`src/rtl/cond_flag_unit_pkg.sv`:
```
// Shared definitions for the NZCV status / condition evaluation block:
// ARM condition-code encodings and status-register bit positions.
// Used by the top, the condition checker, and the ALU / ID decode.
package cond_flag_unit_pkg;

    // ARM condition field [31:28]
    typedef enum logic [3:0] {
        COND_EQ = 4'b0000,
        COND_NE = 4'b0001,
        COND_CS = 4'b0010,
        COND_CC = 4'b0011,
        COND_MI = 4'b0100,
        COND_PL = 4'b0101,
        COND_VS = 4'b0110,
        COND_VC = 4'b0111,
        COND_HI = 4'b1000,
        COND_LS = 4'b1001,
        COND_GE = 4'b1010,
        COND_LT = 4'b1011,
        COND_GT = 4'b1100,
        COND_LE = 4'b1101,
        COND_AL = 4'b1110,
        COND_NV = 4'b1111
    } cond_e;

    // Status register bit indices on the 4-bit {Z,C,N,V} bus
    localparam int SR_Z = 3;
    localparam int SR_C = 2;
    localparam int SR_N = 1;
    localparam int SR_V = 0;

endpackage

```
`src/rtl/cond_flag_unit_cond_check.sv`:
```
// Purpose: evaluate an ARM condition code against a {Z,C,N,V} flag vector.
// Latency: purely combinational, zero cycles.
// Backpressure: none; no handshake.
// Ports: cond  - 4-bit condition field
//        flags - {Z,C,N,V} status to test
//        pass  - 1 when the condition holds
module cond_flag_unit_cond_check
    import cond_flag_unit_pkg::*;
(
    input  logic [3:0] cond,
    input  logic [3:0] flags,
    output logic       pass
);

    logic z, c, n, v;

    assign z = flags[SR_Z];
    assign c = flags[SR_C];
    assign n = flags[SR_N];
    assign v = flags[SR_V];

    always_comb begin
        pass = 1'b0;
        unique case (cond_e'(cond))
            COND_EQ: pass = z;
            COND_NE: pass = !z;
            COND_CS: pass = c;
            COND_CC: pass = !c;
            COND_MI: pass = n;
            COND_PL: pass = !n;
            COND_VS: pass = v;
            COND_VC: pass = !v;
            COND_HI: pass = c & !z;
            COND_LS: pass = !c | z;
            COND_GE: pass = (n == v);
            COND_LT: pass = (n != v);
            COND_GT: pass = !z & (n == v);
            COND_LE: pass = z | (n != v);
            COND_AL: pass = 1'b1;
            COND_NV: pass = 1'b0;
            default: pass = 1'b0;
        endcase
    end

endmodule

```
`src/rtl/cond_flag_unit.sv`:
```
// Purpose: NZCV status register, in-flight flag-writer tracking, and condition-gated issue for ID.
// Latency: zero-cycle issue decision; EXE status write visible to ID in the same cycle (forwarded).
// Backpressure: id_ready drops while flags are still in flight for a conditional op or the writer budget is full.
// Ports: clk, rst_n (async active-low); flush squashes in-flight writers younger than EXE;
//        id_valid/id_cond/id_s/id_ready/id_cond_pass form the ID issue handshake;
//        exe_wr/exe_sr carry the EXE status write; sr_q, alu_cin, pending_cnt, err are status outputs.
module cond_flag_unit
    import cond_flag_unit_pkg::*;
#(
    parameter int MAX_PENDING = 3,
    parameter int CNT_W       = 2
) (
    input  logic             clk,
    input  logic             rst_n,
    input  logic             flush,
    input  logic             id_valid,
    input  logic [3:0]       id_cond,
    input  logic             id_s,
    output logic             id_ready,
    output logic             id_cond_pass,
    input  logic             exe_wr,
    input  logic [3:0]       exe_sr,
    output logic [3:0]       sr_q,
    output logic             alu_cin,
    output logic [CNT_W-1:0] pending_cnt,
    output logic             err
);

    localparam logic [CNT_W-1:0] MAX_CNT = CNT_W'(MAX_PENDING);
    localparam logic [CNT_W-1:0] ONE_CNT = CNT_W'(1);

    logic       cnt_zero;
    logic       wr_ok;
    logic [3:0] eff_flags;
    logic       flags_ok;
    logic       cap_ok;
    logic       fire;
    logic       inc;

    assign cnt_zero = (pending_cnt == '0);

    // An EXE write only counts when someone is actually waiting on it;
    // a stray write is a protocol error and must not disturb the status.
    assign wr_ok = exe_wr & !cnt_zero;

    // Forward the EXE write so a conditional op can issue in the cycle its flags land.
    assign eff_flags = wr_ok ? exe_sr : sr_q;

    // Only the last outstanding writer may be retiring for the flags to be final.
    assign flags_ok = (id_cond == COND_AL) | cnt_zero | ((pending_cnt == ONE_CNT) & exe_wr);
    assign cap_ok   = !id_s | (pending_cnt < MAX_CNT) | ((pending_cnt == MAX_CNT) & exe_wr);
    assign id_ready = flags_ok & cap_ok;

    assign fire = id_valid & id_ready & !flush;
    assign inc  = fire & id_s;

    cond_flag_unit_cond_check u_cond_check (
        .cond  (id_cond),
        .flags (eff_flags),
        .pass  (id_cond_pass)
    );

    assign alu_cin = sr_q[SR_C];

    always_ff @(posedge clk or negedge rst_n) begin
        if (!rst_n) begin
            pending_cnt <= '0;
        end else if (flush) begin
            // Every counted writer younger than EXE is squashed; the EXE one retires now.
            pending_cnt <= '0;
        end else if (inc && !wr_ok) begin
            pending_cnt <= pending_cnt + ONE_CNT;
        end else if (wr_ok && !inc) begin
            pending_cnt <= pending_cnt - ONE_CNT;
        end
    end

    always_ff @(posedge clk or negedge rst_n) begin
        if (!rst_n) begin
            sr_q <= 4'b0000;
        end else if (wr_ok) begin
            sr_q <= exe_sr;
        end
    end

    always_ff @(posedge clk or negedge rst_n) begin
        if (!rst_n) begin
            err <= 1'b0;
        end else if (exe_wr && cnt_zero) begin
            err <= 1'b1;
        end
    end

endmodule

```
`config.mk`:
```
export PLATFORM = sky130hd
export DESIGN_NAME = cond_flag_unit
export DESIGN_NICKNAME = d
export VERILOG_FILES = /design/src/rtl/cond_flag_unit_pkg.sv /design/src/rtl/cond_flag_unit_cond_check.sv /design/src/rtl/cond_flag_unit.sv
export SDC_FILE = /design/constraint.sdc
export NUM_CORES = 1
export LEC_CHECK = 0
export BUFFER_PORTS_ARGS = -buffer_cell sky130_fd_sc_hd__buf_2
export CAP_MARGIN = 0
export CORE_MARGIN = 10
export CORE_UTILIZATION = 40
export DETAILED_ROUTE_END_ITERATION = 6
export HOLD_SLACK_MARGIN = 0.06
export PLACE_DENSITY = 0.74
export SYNTH_ARGS = -nofsm -noshare
export SYNTH_HDL_FRONTEND = slang
export SYNTH_HIERARCHICAL = 1
export SYNTH_SLANG_ARGS = --single-unit
```
`constraint.sdc`:
```
create_clock -name clk -period 3.83 [get_ports clk]
set_input_delay 0.766 -clock clk [delete_from_list [all_inputs] [get_ports clk]]
set_output_delay 0.766 -clock clk [all_outputs]
set_load 0.005 [all_outputs]
```
### Word-level counts from Yosys, hierarchy flattened

Index checks and enable logic that the tools add are counted.

| word-level totals | value |
|---|---|
| register bits after elaboration | 7 |
| logic and storage cells | 60 |

| operators by class | value |
|---|---|
| add/sub/neg operators | 2 |
| magnitude comparators | 1 |
| equality and inequality tests | 19 |
| mux-type cells | 5 |
| bitwise gates (word level) | 15 |
| reductions and logical operators | 15 |

Operators by type and width:

| cell | count |
|---|---|
| equality test 4 bit, second input constant | 8 |
| equality test 4 x 3 -> 1 bit, second input constant | 4 |
| case mux 1 bit (16 select lines) | 1 |
| bitwise AND 1 bit | 9 |
| zero test 1 bit | 9 |
| equality test 4 x 2 -> 1 bit, second input constant | 2 |
| 2-to-1 mux 2 bit | 3 |
| bitwise OR 1 bit | 6 |
| equality test 4 x 1 -> 1 bit, second input constant | 1 |
| zero test 4 bit | 1 |
| 2-to-1 mux 4 bit | 1 |
| logical AND 1 bit | 3 |
| nonzero test 3 bit | 1 |
| adder 2 x 1 -> 2 bit, second input constant | 1 |
| equality test 2 x 1 -> 1 bit, second input constant | 1 |
| equality test 2 bit, second input constant | 1 |
| zero test 2 bit | 1 |
| less-than comparator 2 bit, second input constant | 1 |
| subtractor 2 x 1 -> 2 bit, second input constant | 1 |
| equality test 1 bit | 1 |
| inequality test 1 bit | 1 |

### Depth between registers and ports, before layout

| depth | value |
|---|---|
| depth after elaboration | 12 |
| gate-level depth with buffers | 11 |
| mapped depth without buffers | 10 |

### Cells and area by module

Netlist, hierarchy kept.

By module, submodules not included:

| module | times used | cells each | area each (µm²) | sequential area each (µm²) |
|---|---|---|---|---|
| cond_flag_unit | 1 | 48 | 441.7 | 175.2 |
| cond_flag_unit_cond_check | 1 | 23 | 155.1 | 0.0 |

### Worst setup path after synthesis

Ideal clock, no wire load.

| path | value |
|---|---|
| path type | input -> output |
| from | input port exe_wr |
| to | output port id_cond_pass |
| arrival time | 2092 ps |
| path slack | 972 ps |
| stages | 8 |
| path buffers | 0 |
| path through | or2b_1 > nand2_1 > nand2_1 > xor2_1 > xor2_1 > a2111oi_1 > a311oi_1 > o22ai_1 |

| on the way | value |
|---|---|
| longest elaborated chain between the ends | 5 |
| elaborated cells between the ends (all ways) | 13 |
| those cells by class | eq/ne: 2; mux: 2; bitwise: 5; reduce/logical: 4 |

Ends and longest elaborated chain:

| what | line | text |
|---|---|---|
| from (decl) | cond_flag_unit.sv:21 | `input logic exe_wr,` |
| bitwise AND 1 bit (*) | cond_flag_unit.sv:44 | `assign wr_ok = exe_wr & !cnt_zero;` |
| 2-to-1 mux 4 bit (*) | - |  |
| net eff_flags[1] | cond_flag_unit.sv:34 | `logic [3:0] eff_flags;` |
| inequality test 1 bit / equality test 1 bit (equally long branches) | - |  |
| bitwise OR 1 bit / bitwise AND 1 bit (equally long branches) | cond_flag_unit_cond_check.sv:38, cond_flag_unit_cond_check.sv:37 |  |
| case mux 1 bit (16 select lines) (*) | cond_flag_unit_cond_check.sv:24 | `unique case (cond_e'(cond))` |
| to (decl) | cond_flag_unit.sv:20 | `output logic id_cond_pass,` |

The timed path passes the listed nets; every way through them passes the cells marked *.

### Worst setup path in the final report

| path | value |
|---|---|
| from | register pending_cnt[1] |
| to | output port id_cond_pass |

| on the way | value |
|---|---|
| longest elaborated chain between the ends | 7 |
| elaborated cells between the ends (all ways) | 15 |
| those cells by class | eq/ne: 2; mux: 2; bitwise: 5; reduce/logical: 6 |

Ends and longest elaborated chain:

| what | line | text |
|---|---|---|
| from (decl) | cond_flag_unit.sv:25 | `output logic [CNT_W-1:0] pending_cnt,` |
| from (signal assigned) | cond_flag_unit.sv:72 | `pending_cnt <= pending_cnt + ONE_CNT;` |
| from (signal assigned) | cond_flag_unit.sv:74 | `pending_cnt <= pending_cnt - ONE_CNT;` |
| zero test 2 bit (*) | cond_flag_unit.sv:40 | `assign cnt_zero = (pending_cnt == '0);` |
| zero test 1 bit (*) | cond_flag_unit.sv:44 |  |
| bitwise AND 1 bit (*) | cond_flag_unit.sv:44 |  |
| 2-to-1 mux 4 bit (*) | - |  |
| net eff_flags[1] | cond_flag_unit.sv:34 |  |
| inequality test 1 bit / equality test 1 bit (equally long branches) | - |  |
| bitwise OR 1 bit / bitwise AND 1 bit (equally long branches) | cond_flag_unit_cond_check.sv:38, cond_flag_unit_cond_check.sv:37 |  |
| case mux 1 bit (16 select lines) (*) | cond_flag_unit_cond_check.sv:24 |  |

Marks and branches as above.

==> run_results.csv <==
group,metric,value,unit
hold_path,hold_path.class,"input pin to async pin",
final_layout,num_antenna_cells,0,
final_layout,multi_input_area,380.4,sq um
timing,fmax,293.3,MHz
synth,synth_area,596.8,sq um
die,start_util,44.21,%
synth,commonest_cells_in_the_netlist,"14 x sky130_fd_sc_hd__nand2_1, 7 x sky130_fd_sc_hd__dfrtp_1, 4 x sky130_fd_sc_hd__a21oi_1, 4 x sky130_fd_sc_hd__inv_1, 4 x sky130_fd_sc_hd__nor2_1",
synth,synth.avg_cell_area,8.406,sq um
synth,yosysSeqAreaShare,29.35,%
setup_path,maximum_fanout_encountered_on_the_critical_timing_path,5,
synth,yosys.area_share.adder,6.289,%
drt,via_per_inst,5.218,
cts,clock_buffers_created_by_tritoncts,3,
timing,fin_tns_setup,0,ns
synth,synth_most_common_cell,"sky130_fd_sc_hd__nand2_1",
synth,yosys_warnings,6,
final_layout,seqCellArea,175.2,sq um
placement,dp.final_hpwl,1233,um
die,die_height,58.63,um
drt,postRouteAntennaNets,0,
die,floorplan.die_area,3437,sq um
global_route,grt_start_max_net_pins,10,
drt,route.detailed.drc,0,
cts,clock_sinks,7,
drt,drt_first_iter_violations,16,
final_layout,synthToLayoutAreaGrowth,23.69,%
setup_path,timing.critical_path.to_type,"output port",
drt,detailroute.via_count,574,
power,worst_voltage_drop_across_the_vdd_grid,0.0002781,V
timing,timing_worst_slew_pin_value,0.3060,ns
status,run_status,"complete, no violations",
flow_run,cap_viol_max_count,0,
timing,skew,0.004401,ns
cts,cts_root_buffer,"sky130_fd_sc_hd__clkbuf_4",
timing,slew_headroom,79.55,%
placement,number_of_buffer_cells_added_on_primary_ports,23,
synth,main_combinational_cell_family_by_area_after_synthesis,"simple AND/OR/NAND/NOR gates",
final_layout,layout-drive-gt1-share,34.74,%
timing,setup_violations,0,
drt,finalWirelength,1532,um
cts,holdBufCountCts,0,
synth,flop_and_latch_count_out_of_synthesis,7,
synth,yosys.area_share.simple,24.95,%
synth,asyncSetResetFlopFracSynth,100.0,%
die,chipWidth,58.63,um
final_layout,nFillCells,132,
timing,timing.final.crit_period,3.409,ns
synth,syn-instance-count,71,
timing,rsz0062_at_grt,"false",
die,fp.coreArea,1350,sq um
drt,routedWlPerCell,13.93,um
timing,hold_ws,0.3407,ns
drt,drtPass1Iterations,4,
setup_path,worst_ep_required_time,3.06,ns
cts,worst_setup_hold_path_clk_slew,0.05,ns
timing,max_slew_violation_count,0,
global_route,grtUsageTotal,9.126,%
timing,layout_worst_path_cycle_share,89.01,%
synth,yosysUniqueCellTypes,35,
cts,cts_resized,0,
placement,place.gp.congestion,0.7631,
timing,hold_viol,0,
synth,yosys.area.top_type,"sky130_fd_sc_hd__dfrtp_1",
cts,cts.htree.levels,1,
synth,synth_xor_xnor_area_share,5.870,%
die,ioPinCount,24,
cts,clk_path_buf_depth,2,
synth,synth_edf_count,0,
cts,tritoncts,"done",
synth,synth_top_cell_area_share,29.35,%
synth,post_synth_main_area_contributors,"sky130_fd_sc_hd__dfrtp_1 29%, sky130_fd_sc_hd__nand2_1 8.8%, sky130_fd_sc_hd__ha_1 6.3%",
die,row_count,13,
cts,clk-insertion-delay-late,0.25,ns
global_route,grt_antenna_before_repair,0,
power,p_leak,0.3610,nW
setup_path,arrival,2.64,ns
cts,postCtsSetupBuffers,0,
power,p_per_area,585.0,nW/um^2
synth,syn-num-nets,88,
synth,ys.flop_type,"sky130_fd_sc_hd__dfrtp_1",
synth,muxShareOfSynthArea,3.564,%
setup_path,start_to_end_type_of_the_worst_setup_path,"flop to output port",
synth,synth_compound_gate_area_share,23.06,%
global_route,first_global_vias,596,
global_route,grt_pass1_wl,2587,um
setup_path,cp_launch_type,"flop",
final_layout,design.final.nets,113,
global_route,globalRouteOverflowTotal,0,
-- where the power goes --
group | internal (mW) | switching, mW
clock network | 0.0397 | 0.0259
logic | 0.107 | 0.140
registers | 0.0996 | 0.0190
-- layout make-up --
| cell class | count | share of cell area (%) |
|---|---|---|
| clock buffer | 4 | 3.559 |
| multi-input combinational | 56 | 51.53 |
| sequential | 7 | 23.73 |
| tap | 15 | 2.542 |
| timing repair buffer | 24 | 16.61 |
| inverter | 4 | 2.034 |
-- worst max-delay path, cell delays in order (launching register included) --
cell and delay (ns):
sky130_fd_sc_hd__dfrtp_1 0.42, sky130_fd_sc_hd__inv_1 0.08, sky130_fd_sc_hd__ha_1 0.25, sky130_fd_sc_hd__or2b_1 0.31
sky130_fd_sc_hd__nand2_1 0.09, sky130_fd_sc_hd__nand2_1 0.10, sky130_fd_sc_hd__xor2_1 0.31, sky130_fd_sc_hd__xor2_1 0.13
sky130_fd_sc_hd__a2111oi_1 0.39, sky130_fd_sc_hd__a311oi_1 0.08, sky130_fd_sc_hd__o22ai_1 0.11, sky130_fd_sc_hd__buf_2 0.13
-- placed cells by master, fill, tap and decap left out, drive strengths merged --
master,Yosys,routed
buf,3,24
nand2,15,15
dfrtp,7,7
a21oi,5,5
inv,4,4
nor2,4,4
clkbuf,1,4
nor2b,3,3
ha,3,3
xor2,3,3
a211oi,2,2
nand2b,2,2
or2b,1,1
and4b,1,1
a31oi,1,1
nand3,1,1
a211o,1,1
o221ai,1,1
o2111ai,1,1
a2bb2oi,1,1
mux2,1,1
a21o,1,1
o21ai,1,1
o22a,1,1
nor4b,1,1
mux2i,1,1
xnor2,1,1
nor3,1,1
a2111oi,1,1
a311oi,1,1
o22ai,1,1
-- sequential cells by signal (all words and copies together) (netlist names) --
| register | count |
|---|---|
| pending_cnt | 2 |
| sr_q | 4 |
| err | 1 |
-- stage by stage --
stage                     util [%]  total power [mW]  setup slack, ns  instances  cell area [sq um]
final                        54.68            0.4318           0.4207        110              738.2
after global routing         54.68            0.4720           0.1765        110              738.2
after CTS                    54.68            0.4356           0.4379        110              738.2
after detailed placement     52.73            0.3635           0.5804        106              711.9
after global placement       52.73            0.3581           0.6452        106              711.9
after floorplan                  -            0.2886           0.9720         71              596.8
-- path summary, 6_finish.rpt --
check / start / endpoint / slack [ns] / cells past startpoint
max: pending_cnt[1] / id_cond_pass / 0.42 / 11
min: rst_n / sr_q[3] / 0.34 / 1
max reg2reg: pending_cnt[1] / pending_cnt[0] / 2.14 / 6
min reg2reg: err / err / 0.46 / 1
max in group asynchronous: rst_n / pending_cnt[0] / 3.33 / 1
min in group clk: err / err / 0.46 / 1
-- routing by layer --
metal	vias to the layer above	part of all wire (%)	track usage, %
li1	298	-	-
met3	0	8.8	3.863
met1	259	46	11.23
met2	17	46	13.96
met5	-	0	0
met4	0	0	2.951
-- logic make-up (layout without fill, tap and decap cells) --
group	after synthesis	count (layout)
compound gates	18	18
mux	2	2
flops	7	7
buf+inv	8	32
fa+ha+maj	3	3
simple gates	29	29
xor+xnor	4	4
Note: power is estimated with default switching activity, not from simulation.
